--- src/rtl/rv32i_lsu_pkg.sv ---
// Shared RV32I memory-stage types plus the lane/extension helpers used by the LSU.
package rv32i_lsu_pkg;

   typedef enum logic {
      MEM_LOAD  = 1'b0,
      MEM_STORE = 1'b1
   } mem_op_e;

   typedef enum logic [2:0] {
      REG_MASK_B  = 3'd0,
      REG_MASK_BX = 3'd1,
      REG_MASK_H  = 3'd2,
      REG_MASK_HX = 3'd3,
      REG_MASK_W  = 3'd4
   } reg_mask_e;

   typedef enum logic [1:0] {
      RAM_MASK_B = 2'd0,
      RAM_MASK_H = 2'd1,
      RAM_MASK_W = 2'd2
   } ram_mask_e;

   typedef enum logic [1:0] {
      IDLE   = 2'd0,
      ACCESS = 2'd1,
      RESP   = 2'd2
   } lsu_state_e;

   // Unused encodings fall through to the full-word lane set.
   function automatic logic [3:0] lane_be(ram_mask_e m, logic [1:0] off);
      case (m)
         RAM_MASK_B: lane_be = 4'b0001 << off;
         RAM_MASK_H: lane_be = 4'b0011 << off;
         default:    lane_be = 4'b1111;
      endcase
   endfunction

   function automatic logic [31:0] store_replicate(ram_mask_e m, logic [31:0] d);
      case (m)
         RAM_MASK_B: store_replicate = {4{d[7:0]}};
         RAM_MASK_H: store_replicate = {2{d[15:0]}};
         default:    store_replicate = d;
      endcase
   endfunction

   function automatic logic [31:0] load_extend(reg_mask_e m, logic [31:0] word, logic [1:0] off);
      logic [31:0] s;
      s = word >> {off, 3'b000};
      case (m)
         REG_MASK_B:  load_extend = {{24{s[7]}}, s[7:0]};
         REG_MASK_BX: load_extend = {24'h0, s[7:0]};
         REG_MASK_H:  load_extend = {{16{s[15]}}, s[15:0]};
         REG_MASK_HX: load_extend = {16'h0, s[15:0]};
         default:     load_extend = s;
      endcase
   endfunction

   // Width comes from reg_mask on loads and ram_mask on stores.
   function automatic logic is_misaligned(mem_op_e op, reg_mask_e rm, ram_mask_e wm,
                                          logic [1:0] off);
      logic is_byte;
      logic is_half;
      if (op == MEM_STORE) begin
         is_byte = (wm == RAM_MASK_B);
         is_half = (wm == RAM_MASK_H);
      end else begin
         is_byte = (rm == REG_MASK_B) || (rm == REG_MASK_BX);
         is_half = (rm == REG_MASK_H) || (rm == REG_MASK_HX);
      end
      is_misaligned = (is_half && off[0]) || (!is_byte && !is_half && (off != 2'b00));
   endfunction

endpackage

--- src/rtl/rv32i_lsu_align.sv ---
// Combinational lane steering: store replication/byte enables and load shift/extend.
module rv32i_lsu_align
   import rv32i_lsu_pkg::*;
(
   input  ram_mask_e   ram_mask,
   input  reg_mask_e   reg_mask,
   input  logic [1:0]  off,
   input  logic [31:0] wdata,
   input  logic [31:0] rdata,
   output logic [31:0] store_wdata,
   output logic [3:0]  store_be,
   output logic [31:0] load_data
);

   always_comb begin
      store_wdata = store_replicate(ram_mask, wdata);
      store_be    = lane_be(ram_mask, off);
      load_data   = load_extend(reg_mask, rdata, off);
   end

endmodule

--- src/rtl/rv32i_lsu.sv ---
// RV32I load/store unit: word-addressed RAM port with byte enables, misalign and ack-timeout checks.
module rv32i_lsu
   import rv32i_lsu_pkg::*;
#(
   parameter int unsigned ACK_TIMEOUT = 16,
   parameter int unsigned ADDR_WIDTH  = 32
) (
   input  logic                  clk,
   input  logic                  reset_n,
   input  logic                  req_valid,
   output logic                  req_ready,
   input  mem_op_e               req_op,
   input  logic [ADDR_WIDTH-1:0] req_addr,
   input  logic [31:0]           req_wdata,
   input  reg_mask_e             req_reg_mask,
   input  ram_mask_e             req_ram_mask,
   output logic                  resp_valid,
   output logic [31:0]           resp_rdata,
   output logic                  resp_misaligned,
   output logic                  resp_bus_err,
   output logic                  mem_req,
   output logic                  mem_we,
   output logic [ADDR_WIDTH-1:0] mem_addr,
   output logic [31:0]           mem_wdata,
   output logic [3:0]            mem_be,
   input  logic                  mem_ack,
   input  logic [31:0]           mem_rdata
);

   localparam int unsigned CntW = (ACK_TIMEOUT > 1) ? $clog2(ACK_TIMEOUT) : 1;
   localparam logic [CntW-1:0] CntMax = CntW'(ACK_TIMEOUT - 1);

   lsu_state_e            state_q, state_d;
   logic [CntW-1:0]       cnt_q, cnt_d;
   mem_op_e               op_q;
   logic [ADDR_WIDTH-1:0] addr_q;
   logic [31:0]           wdata_q;
   reg_mask_e             reg_mask_q;
   ram_mask_e             ram_mask_q;
   logic [31:0]           rdata_q, rdata_d;
   logic                  mis_q, mis_d;
   logic                  berr_q, berr_d;
   logic                  capture;

   logic [31:0] store_wdata;
   logic [3:0]  store_be;
   logic [31:0] load_data;

   rv32i_lsu_align u_align (
      .ram_mask    (ram_mask_q),
      .reg_mask    (reg_mask_q),
      .off         (addr_q[1:0]),
      .wdata       (wdata_q),
      .rdata       (mem_rdata),
      .store_wdata (store_wdata),
      .store_be    (store_be),
      .load_data   (load_data)
   );

   always_comb begin
      state_d = state_q;
      cnt_d   = cnt_q;
      rdata_d = rdata_q;
      mis_d   = mis_q;
      berr_d  = berr_q;
      capture = 1'b0;
      unique case (state_q)
         IDLE: begin
            if (req_valid) begin
               capture = 1'b1;
               cnt_d   = '0;
               rdata_d = '0;
               berr_d  = 1'b0;
               if (is_misaligned(req_op, req_reg_mask, req_ram_mask, req_addr[1:0])) begin
                  mis_d   = 1'b1;
                  state_d = RESP;
               end else begin
                  mis_d   = 1'b0;
                  state_d = ACCESS;
               end
            end
         end
         ACCESS: begin
            // An ack in the expiry cycle still completes the access normally.
            if (mem_ack) begin
               rdata_d = (op_q == MEM_LOAD) ? load_data : 32'h0;
               state_d = RESP;
            end else if ((ACK_TIMEOUT != 0) && (cnt_q == CntMax)) begin
               rdata_d = '0;
               berr_d  = 1'b1;
               state_d = RESP;
            end else begin
               cnt_d = cnt_q + CntW'(1);
            end
         end
         RESP: begin
            state_d = IDLE;
         end
         default: begin
            state_d = IDLE;
         end
      endcase
   end

   always_ff @(posedge clk or negedge reset_n) begin
      if (!reset_n) begin
         state_q <= IDLE;
         cnt_q   <= '0;
         rdata_q <= '0;
         mis_q   <= 1'b0;
         berr_q  <= 1'b0;
      end else begin
         state_q <= state_d;
         cnt_q   <= cnt_d;
         rdata_q <= rdata_d;
         mis_q   <= mis_d;
         berr_q  <= berr_d;
      end
   end

   always_ff @(posedge clk or negedge reset_n) begin
      if (!reset_n) begin
         op_q       <= MEM_LOAD;
         addr_q     <= '0;
         wdata_q    <= '0;
         reg_mask_q <= REG_MASK_W;
         ram_mask_q <= RAM_MASK_W;
      end else if (capture) begin
         op_q       <= req_op;
         addr_q     <= req_addr;
         wdata_q    <= req_wdata;
         reg_mask_q <= req_reg_mask;
         ram_mask_q <= req_ram_mask;
      end
   end

   // Memory-side outputs derive only from state and captured fields, so they hold until ack.
   always_comb begin
      req_ready       = (state_q == IDLE);
      mem_req         = (state_q == ACCESS);
      mem_we          = mem_req && (op_q == MEM_STORE);
      mem_addr        = mem_req ? {addr_q[ADDR_WIDTH-1:2], 2'b00} : '0;
      mem_wdata       = mem_we ? store_wdata : 32'h0;
      mem_be          = mem_we ? store_be : 4'b0000;
      resp_valid      = (state_q == RESP);
      resp_rdata      = resp_valid ? rdata_q : 32'h0;
      resp_misaligned = resp_valid && mis_q;
      resp_bus_err    = resp_valid && berr_q;
   end

endmodule
--- config.mk ---
export PLATFORM = sky130hd
export DESIGN_NAME = rv32i_lsu
export DESIGN_NICKNAME = d
export VERILOG_FILES = /design/src/rtl/rv32i_lsu_pkg.sv /design/src/rtl/rv32i_lsu_align.sv /design/src/rtl/rv32i_lsu.sv
export SDC_FILE = /design/constraint.sdc
export NUM_CORES = 1
export LEC_CHECK = 0
export ABC_AREA = 1
export BUFFER_PORTS_ARGS = -buffer_cell sky130_fd_sc_hd__buf_2
export CORE_MARGIN = 4
export CORE_UTILIZATION = 26
export DETAILED_ROUTE_END_ITERATION = 7
export SYNTH_ARGS = -nofsm -noshare
export SYNTH_HDL_FRONTEND = slang
export SYNTH_SLANG_ARGS = --single-unit
--- constraint.sdc ---
create_clock -name clk -period 2 [get_ports clk]
set_input_delay 0.3 -clock clk [delete_from_list [all_inputs] [get_ports clk]]
set_output_delay 0.3 -clock clk [all_outputs]
set_load 0.01 [all_outputs]
==> summary.md, run 1 <==
| Metric | Value |
|---|---|
| CP Buf/Inv Count | 3 |
| Total grt overflow | 0 |
| HPWL after detailed placement | 14.18 mm |
| RSZ-0062 raised after global routing | yes |
| Critical path type | reg2out |
| Yosys top cell area share | 45.51% |
| VDD IR max | 0.0004909 V |
| P&R area growth vs syn | 29.77% |
| GPL Wtd Cong | 0.8730 |
| Biggest area consumer among synthesized cells | dfrtp_1 |
| Clock slew at reported path FFs | 0.08 ns |
| Sequential share of power | 35.6% |
| Comb power frac | 45.7% |
| Residual DRC count | 0 |
| Vias per cell | 4.546 |
| Final hold slack | between 0.15 and 0.2 ns |
| Final Cell Area | slightly below 8000 um2 |
| 1st-pass router iterations | 5 |
| Final min period | between 1.5 and 2 ns |
| Net load switching power | 4.265 mW |
| CTS max path bufs | 2 |
| Synth area leaders | dfrtp_1, nand2_1, nor2_1 |
| Die Span X | 159.1 um |
| Clk_lat worst skew | 0.35 ns |
| Crit path DAT | 1.64 ns |
| Post-Syn Area | 5938 um2 |
| Ys Warns | 0 |
| P_leak | 4.164 nW |
| Final setup fails | 0 |
| Max-Cap Viols | 0 |
| Max H-tree Level | 3 |
| Period utilisation layout | 97.20% |
| Overall power | 10.03 mW |
| Avg WL per Cell | 14.65 um |
| Hold Crit Class | in2reg |
| Status | completed |
| CTS sink cnt | 110 |
| First-pass GRT wire length | roughly 30 mm |
| CP Cell Sequence | inv_1, buf_4, a21oi_1, nor2_1, buf_2 |
| Clock power share | 18.7% |
| Crit-path max cell delay | between 0.3 and 0.4 ns |
| CTS Buf Count | 9 |
| CP Max Fanout | 14 |
| GRT Util Overall | 14.39% |
| Die ar. | 25320 um2 |
| Initial antenna violation count | 4 |
| Number of unique standard cell types used by synthesis | 33 |
| Layout cell share with drive strength beyond 1 | around a third |
| Clk_skew | roughly 0.012 ns |
| Synth Area per Inst | 7.565 um2 |
| Vias in the first global route | 5556 |
| TNS Setup | 0 ns |
| PD cells | 1301 nW/um2 |
| Die height | around 160 um |
| Fin nets | between 1000 and 1500 |
| I/O Buffers | 209 |
| I/O pins | 212 |
| Int Pwr | 5.763 mW |
| Initial Utilization | 26.31% |
| Placed Instances | about 1300 |
| Largest net degree at the start of global routing | 49 |
| Slew Limit Fails | 0 |
| Crit path max-delay cell type | dfrtp_1 |
| CP Data Required Time | ~1.7 ns |
| Worst Setup Start Kind | register |
| Core Footprint | ~23000 um2 |
| Cell Area, Placed | 7295 um2 |
| Setup crit end kind | primary output |
| Sw Share | 42.53% |
| Post-route insts no fill | 1280 |
| Clock root buffer | clkbuf_16 |
| Drt total wl | 18.75 mm |
| Rows | 55 |
| Antenna Nets Post-Route | 0 |
| Final Hold Viols | 0 |
| CTS tree | built |
| Sequential-to-total area share from yosys stat | a little under half |
| Iter 0 DRT Violations | 359 |
| Fmax | a little over 500 MHz |
| Mapped Cells | 785 |
| Crit path max-delay family | buffers and inverters |
| Vias | around 5800 |
| Post-synthesis sequential element count | 110 |
state kept, by name (all words and copies together) (netlist names):
| register | flops |
|---|---|
| op_q | 1 |
| berr_q | 1 |
| rdata_q | 32 |
| addr_q | 32 |
| wdata_q | 32 |
| ram_mask_q | 2 |
| state_q | 2 |
| mis_q | 1 |
| cnt_q | 4 |
| reg_mask_q | 3 |
power by group through the flow:
stage | Sequential (mW) | Clock [mW] | Combinational (mW)
after global placement | 3.57 | 0 | 4.42
after CTS | 3.54 | 1.96 | 4.51
after detailed placement | 3.58 | 0 | 4.47
after global routing | 3.66 | 2.06 | 5.16
after floorplan | 3.42 | 0 | 3.28
final | 3.57 | 1.88 | 4.58
layout make-up:
cell class | count | area, um2
Clock inverter | 6 | 75.07
Clock buffer | 10 | 229.0
Antenna cell | 2 | 5.005
Sequential cell | 110 | 2756
Inverter | 95 | 367.9
Fill cell | 2446 | 14870
Timing Repair Buffer | 236 | 1315
Multi-Input combinational cell | 536 | 2601
Tap cell | 285 | 356.6
synth_stat cells (all sizes together):
library cell  instances
mux2                 24
a31oi                 1
dfrtp               108
o21ai                35
nand2               187
nor2                142
nor3                  2
nand4                 1
dfstp                 2
o211ai                2
ha                    1
conb                  1
clkinv                4
clkbuf               19
o22ai                16
buf                  26
a21oi                77
or2                   2
inv                  91
nand3                44
through the flow:
step | setup slack [ns] | utilization (%)
final | 0.05601 | 34.14
after global routing | -0.02774 | 34.13
after CTS | 0.005558 | 33.76
after detailed placement | 0.3435 | 32.32
after global placement | 0.3615 | 32.32
after floorplan | 0.3699 | -
kinds of logic (layout without fill, tap and decap cells):
logic type               Yosys count  count (layout)  synth area share (%)
multiplexers                      24              24                 4.614
AND/OR/NAND/NOR                  378             378                 26.63
AO/OA/AOI/OAI                    131             131                 11.48
buffers and inverters            140             347                 10.60
adder cells (fa/ha/maj)            1               1                0.2107
other                              1               4               0.06315
flip-flops                       110             110                 46.40
cells in the final DEF (no fill, tap or decap), types with 3 or more instances in the layout:
| cell type | n |
|---|---|
| o21ai_1 | 8 |
| mux2_2 | 23 |
| nand2_2 | 13 |
| inv_1 | 85 |
| o21ai_0 | 22 |
| dfrtp_1 | 107 |
| nand3_1 | 41 |
| a21oi_1 | 77 |
| inv_2 | 6 |
| inv_6 | 3 |
| nor2_2 | 3 |
| buf_2 | 208 |
| nor2_4 | 5 |
| buf_4 | 20 |
| nand2_1 | 172 |
| buf_12 | 4 |
| o21ai_2 | 5 |
| buf_6 | 3 |
| clkbuf_16 | 9 |
| nor2_1 | 134 |
| o22ai_1 | 16 |
final timing paths:
check,from,to,slack [ns],cells past startpoint
max in group asynchronous,reset_n,ram_mask_q[1]$_DFFE_PN1P_,0.86,3
min in group asynchronous,reset_n,rdata_q[4]$_DFFE_PN0P_,0.46,2
worst max register to register,state_q[1]$_DFFE_PN0P_,wdata_q[23]$_DFFE_PN0P_,0.14,6
worst min-delay path,req_wdata[8],wdata_q[8]$_DFFE_PN0P_,0.17,2
worst min register to register,rdata_q[26]$_DFFE_PN0P_,rdata_q[26]$_DFFE_PN0P_,0.48,2
worst max-delay path,addr_q[0]$_DFFE_PN0P_,mem_be[0],0.06,5
layer usage:
layer	GRT usage [%]	share of wire (%)
met1	18.86	45
met2	23.05	46
met3	4.685	8.2
met4	3.748	1.5
met5	0	0.069
timing repair:
item                                   4_1_cts  5_1_grt
hold buffers                                 1        0
setup endpoints to repair                    7       23
gates resized for setup                      2       27
cloned                                       0        1
buffers inserted                             1        3
endpoints found under the hold margin       32        0
pin swaps                                    1        8
Power figures use the tool's default switching activity.
==> inputs of run 2 (changes only) <==
Settings changed: CTS_CLUSTER_SIZE from default to 40, REMOVE_ABC_BUFFERS from default to 1.
==> summary.md, run 2 (synthesis gave the netlist of run 1 again) <==
| Metric | Value |
|---|---|
| Initial antenna violation count | 1 (-3) |
| Critical path type | reg2out |
| CTS tree | built |
| TNS Setup | 0 ns (unchanged) |
| Clk_skew | 0.01100 ns (-0.0005614 ns) |
| Final Cell Area | 7732 um2 (+0.34%) |
| Hold Crit Class | in2reg |
| RSZ-0062 raised after global routing | yes |
| Core Footprint | 22570 um2 (unchanged) |
| Initial Utilization | 26.31% (unchanged) |
| Setup crit start | ram_mask_q[1]$_DFFE_PN1P_ |
| Layout cell share with drive strength beyond 1 | 32.53% (+0.40 points) |
| Die height | 159.1 um (unchanged) |
| GRT Util Overall | 14.75% (+0.36 points) |
| Die ar. | 25320 um2 (unchanged) |
| GPL Wtd Cong | 0.8632 (-1.1%) |
| Avg WL per Cell | 14.80 um (+1.1%) |
| CTS Buf Count | 9 (unchanged) |
| Max-Cap Viols | 0 (unchanged) |
| Vias per cell | 4.536 (-0.23%) |
| Residual DRC count | 0 (unchanged) |
| I/O pins | 212 (unchanged) |
| I/O Buffers | 209 (unchanged) |
| Worst relative slew slack | 65.28% |
| P_leak | 4.172 nW (+0.19%) |
| Status | completed |
| Overall power | 10.16 mW (+1.3%) |
| Clock slew at reported path FFs | 0.09 ns (about the same) |
| Vias in the first global route | 5798 (+4.4%) |
| Rows | 55 (unchanged) |
| Iter 0 DRT Violations | 340 (-5.3%) |
| HPWL after detailed placement | 13.84 mm (-2.4%) |
| Setup crit end kind | primary output |
| Worst-margin pin slew | 0.5208 ns |
| Die Span X | 159.1 um (unchanged) |
| First-pass GRT wire length | 30.48 mm (+2.8%) |
| Period utilisation layout | 98.26% (+1.1 points) |
| Cell Area, Placed | 7287 um2 (-0.10%) |
| 1st-pass router iterations | 7 (+2) |
| Fin nets | 1095 (unchanged) |
| Finished Core Util | 34.26% (+0.12 points) |
| Largest net degree at the start of global routing | 48 (-2.0%) |
| Post-route insts no fill | 1279 (-0.078%) |
| Crit path DAT | 1.67 ns (+0.03 ns) |
| Top flop regs | addr_q x32, rdata_q x32, wdata_q x32 |
| Clock root buffer | clkbuf_16 |
| Max H-tree Level | 3 (unchanged) |
| PD cells | 1314 nW/um2 (+0.95%) |
| VDD IR max | 0.0004570 V (-6.9%) |
| Antenna Nets Post-Route | 0 (unchanged) |
| CP Max Fanout | 26 (+12) |
| CP Data Required Time | 1.70 ns (about the same) |
| Drt total wl | 18.93 mm (+0.98%) |
| Slew Limit Fails | 0 (unchanged) |
| Vias | 5801 (-0.31%) |
| CTS sink cnt | 110 (unchanged) |
| CTS max path bufs | 2 (unchanged) |
| Final setup fails | 0 (unchanged) |
| Worst Setup Start Kind | register |
| Leading cell types in the layout, fill and taps excluded | buf_2, nand2_1, nor2_1, dfrtp_1, inv_1 |
| R2r setup slk | 0.26 ns (+0.12 ns) |
| R2R Path Start | state_q[1]$_DFFE_PN0P_ |
| Clk_lat worst skew | 0.36 ns (about the same) |
| Placed Instances | 1255 (-0.080%) |
| Total grt overflow | 0 (unchanged) |
| Final Hold Viols | 0 (unchanged) |
| Final min period | 1.965 ns (+0.02130 ns) |
| Commonest non-fill, non-tap cell in the layout | buf_2 |
| Hold Crit Start | req_wdata[27] |
| P&R area growth vs syn | 30.21% |
| Fmax | 508.8 MHz (-1.1%) |
run 2: changes by cell type in the layout (fill, tap and decap cells not counted), moves of 4 or more:
cell     previous run  this run
o21ai_0            22        29
o22ai_2             0         4
o22ai_1            16        12
o21ai_2             5         0
a21oi_2             0         4
a21oi_1            77        73
run 2: what timing repair did:
| action | CTS | global route |
|---|---|---|
| endpoints found under the hold margin | 33 | 0 |
| hold buffers | 1 | 0 |
| resized for setup | 5 | 18 |
| setup endpoints to repair | 18 | 20 |
| pin swaps | 2 | 1 |
| buffers inserted | 3 | 3 |
run 2: stage by stage:
stage / setup WS [ns] / hold slack (ns)
finish: 0.03471 / 0.1627
global route: -0.03990 / 0.1569
CTS: 0.007393 / 0.1469
detailed placement: 0.2901 / 0.3121
global placement: 0.3312 / 0.3143
floorplan: -1.288 / 0.004409
run 2: where the power goes:
group          switching [mW]  internal [mW]  total (mW)
registers               0.488           3.08        3.57
logic                    3.00           1.74        4.73
clock network           0.939          0.921        1.86
run 2: final cells by class:
cell class	instances	area (um2)
fillers	2412	14840
repair buffers	236	1320
multi-input cells	536	2628
diodes	1	2.502
well taps	285	356.6
inverters	95	371.6
clock inverters	6	60.06
clock buffers	10	239.0
flip-flops and latches	110	2755
run 2: worst paths after layout:
check / depth (start not counted) / end
max: 5 / mem_wdata[27]
min: 2 / wdata_q[27]$_DFFE_PN0P_
max reg2reg: 8 / cnt_q[3]$_DFFE_PN0P_
min reg2reg: 2 / berr_q$_DFFE_PN0P_
max in group asynchronous: 3 / ram_mask_q[1]$_DFFE_PN1P_
min in group asynchronous: 2 / rdata_q[0]$_DFFE_PN0P_
run 2: layer usage:
layer / GRT usage (%) / share of wire, % / vias to the layer above
met3: 4.090 / 8.7 / 25
met4: 4.892 / 2.1 / 2
met5: 0 / 0.042 / -
li1: - / - / 2873
met2: 23.24 / 44 / 248
met1: 19.65 / 45 / 2653
run 2: critical path: stages, from the launching register on:
cell and delay (ns):
dfstp_2 0.59, clkinvlp_4 0.14, buf_12 0.18, o22ai_1 0.18, nor2_1 0.06, buf_2 0.14
==> inputs of run 3 (changes only) <==
Settings changed: GPL_TIMING_DRIVEN from default to 0.
==> summary.md, run 3 (synthesis gave the netlist of run 1 again) <==
| Metric | Value |
|---|---|
| Status | complete, but fails checks |
| Failing checks | negative setup slack |
| Clock root buffer | clkbuf_16 |
| Largest net degree at the start of global routing | 91 (+90%) |
| R2r setup slk | 0.09 ns (-0.17 ns) |
| CP Buf/Inv Count | 2 (-1) |
| Worst Setup Start Kind | register |
| Fin nets | 1097 (+0.18%) |
| Top flop regs | addr_q x32, rdata_q x32, wdata_q x32 |
| 1st-pass router iterations | 5 (-2) |
| Post-route insts no fill | 1280 (+0.078%) |
| GRT Util Overall | 15.13% (+0.38 points) |
| CTS Buf Count | 9 (unchanged) |
| Final Hold Viols | 0 (unchanged) |
| Crit-path max cell delay | 0.71 ns (+0.12 ns) |
| Top routing layer in use | met5 |
| Ant diodes | 0 (-1) |
| Initial Utilization | 26.31% (unchanged) |
| First-pass GRT wire length | 31.11 mm (+2.0%) |
| CTS tree | built |
| Vias in the first global route | 5765 (-0.57%) |
| Core Footprint | 22570 um2 (unchanged) |
| Max-Cap Viols | 0 (unchanged) |
| Crit path DAT | 1.71 ns (+0.04 ns) |
| CTS sink cnt | 110 (unchanged) |
| Iter 0 DRT Violations | 338 (-0.59%) |
| R2R Path Start | state_q[1]$_DFFE_PN0P_ |
| Worst-margin pin slew | 0.5960 ns (+0.07527 ns) |
| Final Cell Area | 7948 um2 (+2.8%) |
| Antenna Nets Post-Route | 0 (unchanged) |
| Slew Limit Fails | 0 (unchanged) |
| Rows | 55 (unchanged) |
| Cell Area, Placed | 7146 um2 (-1.9%) |
| P_leak | 4.209 nW (+0.88%) |
| Hold Crit Class | in2reg |
| Die ar. | 25320 um2 (unchanged) |
| Drt total wl | 19.97 mm (+5.5%) |
| I/O Buffers | 209 (unchanged) |
| Die height | 159.1 um (unchanged) |
| Total grt overflow | 0 (unchanged) |
| Layout cell share with drive strength beyond 1 | 34.57% (+2.0 points) |
| Crit path max-delay cell type | dfstp_4 |
| PD cells | 1330 nW/um2 (+1.2%) |
| Setup crit end kind | primary output |
| Hold Crit Start | req_wdata[25] |
| P&R area growth vs syn | 33.84% |
| Max H-tree Level | 3 (unchanged) |
| VDD IR max | 0.0006592 V (+44%) |
| I/O pins | 212 (unchanged) |
| Clk_lat worst skew | 0.35 ns (about the same) |
| Die Span X | 159.1 um (unchanged) |
| CP Data Required Time | 1.70 ns (about the same) |
| Vias per cell | 4.571 (+0.78%) |
| Setup crit start | ram_mask_q[1]$_DFFE_PN1P_ |
| Residual DRC count | 0 (unchanged) |
| CTS max path bufs | 2 (unchanged) |
| CP Cell Sequence | clkinv_8, nand2_8, o22ai_4, nor3_4, buf_2 |
| Worst relative slew slack | 60.17% (-5.1 points) |
| Final min period | 2.008 ns (+0.04280 ns) |
| Metal3 WL | 1.734 mm (+5.0%) |
| Post-route setup slack | -0.008091 ns (-0.04280 ns) |
| HPWL after detailed placement | 13.36 mm (-3.5%) |
| RSZ-0062 raised after global routing | yes |
| Period utilisation layout | 100.4% (+2.1 points) |
| Clk_skew | 0.009945 ns (-0.001052 ns) |
| Initial antenna violation count | 3 (+2) |
| Metal-1 WL | 8.976 mm (+4.8%) |
| Vias | 5851 (+0.86%) |
| TNS Setup | -0.008091 ns (-0.008091 ns) |
| Critical path type | reg2out |
| Crit path max-delay family | flip-flops |
| GPL Wtd Cong | 0.8163 (-5.4%) |
| Commonest non-fill, non-tap cell in the layout | buf_2 |
| Clock slew at reported path FFs | 0.09 ns (about the same) |
| Placed Instances | 1237 (-1.4%) |
| Leading cell types in the layout, fill and taps excluded | buf_2, nand2_1, nor2_1, dfrtp_1, inv_1 |
| CP Max Fanout | 8 (-69%) |
| Final setup fails | 1 (+1) |
| Avg WL per Cell | 15.60 um (+5.4%) |
| DR WL met2 | 8.911 mm (+7.1%) |
| Fmax | 498.0 MHz (-2.1%) |
-- run 3: cell count changes in the layout (fill, tap and decap cells not counted), moves of 4 or more --
| cell | previous run | this run |
|---|---|---|
| buf_6 | 1 | 6 |
| nor2_1 | 135 | 129 |
| nor2_2 | 3 | 8 |
| o21ai_1 | 6 | 11 |
| dfrtp_1 | 108 | 104 |
| buf_4 | 21 | 13 |
| o21ai_0 | 29 | 22 |
-- run 3: where the power goes --
part	total (mW)	switching (mW)	internal [mW]
Combinational	4.98	3.13	1.86
Sequential	3.76	0.659	3.10
Clock	1.82	0.944	0.880
-- run 3: through the flow --
step / hold slack, ns / utilization [%] / power (mW) / worst slack [ns]
after detailed placement: 0.2480 / 31.66 / 7.945 / -1.025
after CTS: 0.1485 / 34.44 / 10.44 / -0.01976
after global placement: 0.4656 / 31.35 / 8.079 / -2.426
final: 0.1664 / 35.21 / 10.57 / -0.008091
after floorplan: 0.004409 / - / 6.424 / -1.288
after global routing: 0.1474 / 35.21 / 11.43 / -0.08628
-- run 3: metal layers --
metal  vias up  GRT usage (%)
li1       2870              -
met5         -              0
met4         6          3.590
met3        26          5.333
met1      2700          19.76
met2       249          24.17
-- run 3: layout make-up --
type / instances / area, um2
inverters: 95 / 410.4
clock buffers: 9 / 225.2
well taps: 285 / 356.6
fillers: 2403 / 14620
multi-input cells: 537 / 2745
flip-flops and latches: 110 / 2769
clock inverters: 7 / 66.31
repair inverters: 3 / 23.77
repair buffers: 234 / 1351
-- run 3: path summary, 6_finish.rpt --
kind	cells after the start	endpoint
max in group asynchronous	3	wdata_q[18]$_DFFE_PN0P_
max	5	mem_wdata[15]
max reg2reg	5	wdata_q[12]$_DFFE_PN0P_
min	2	wdata_q[25]$_DFFE_PN0P_
min reg2reg	2	rdata_q[25]$_DFFE_PN0P_
min in group asynchronous	2	rdata_q[5]$_DFFE_PN0P_
-- run 3: repair_timing --
action / 4_1_cts / 5_1_grt
hold buffers: 1 / 0
setup endpoints to repair: 135 / 73
cloned: 5 / 0
gates resized for setup: 42 / 33
hold endpoints to repair: 37 / 0
buffers inserted: 16 / 5
pin swaps: 5 / 8
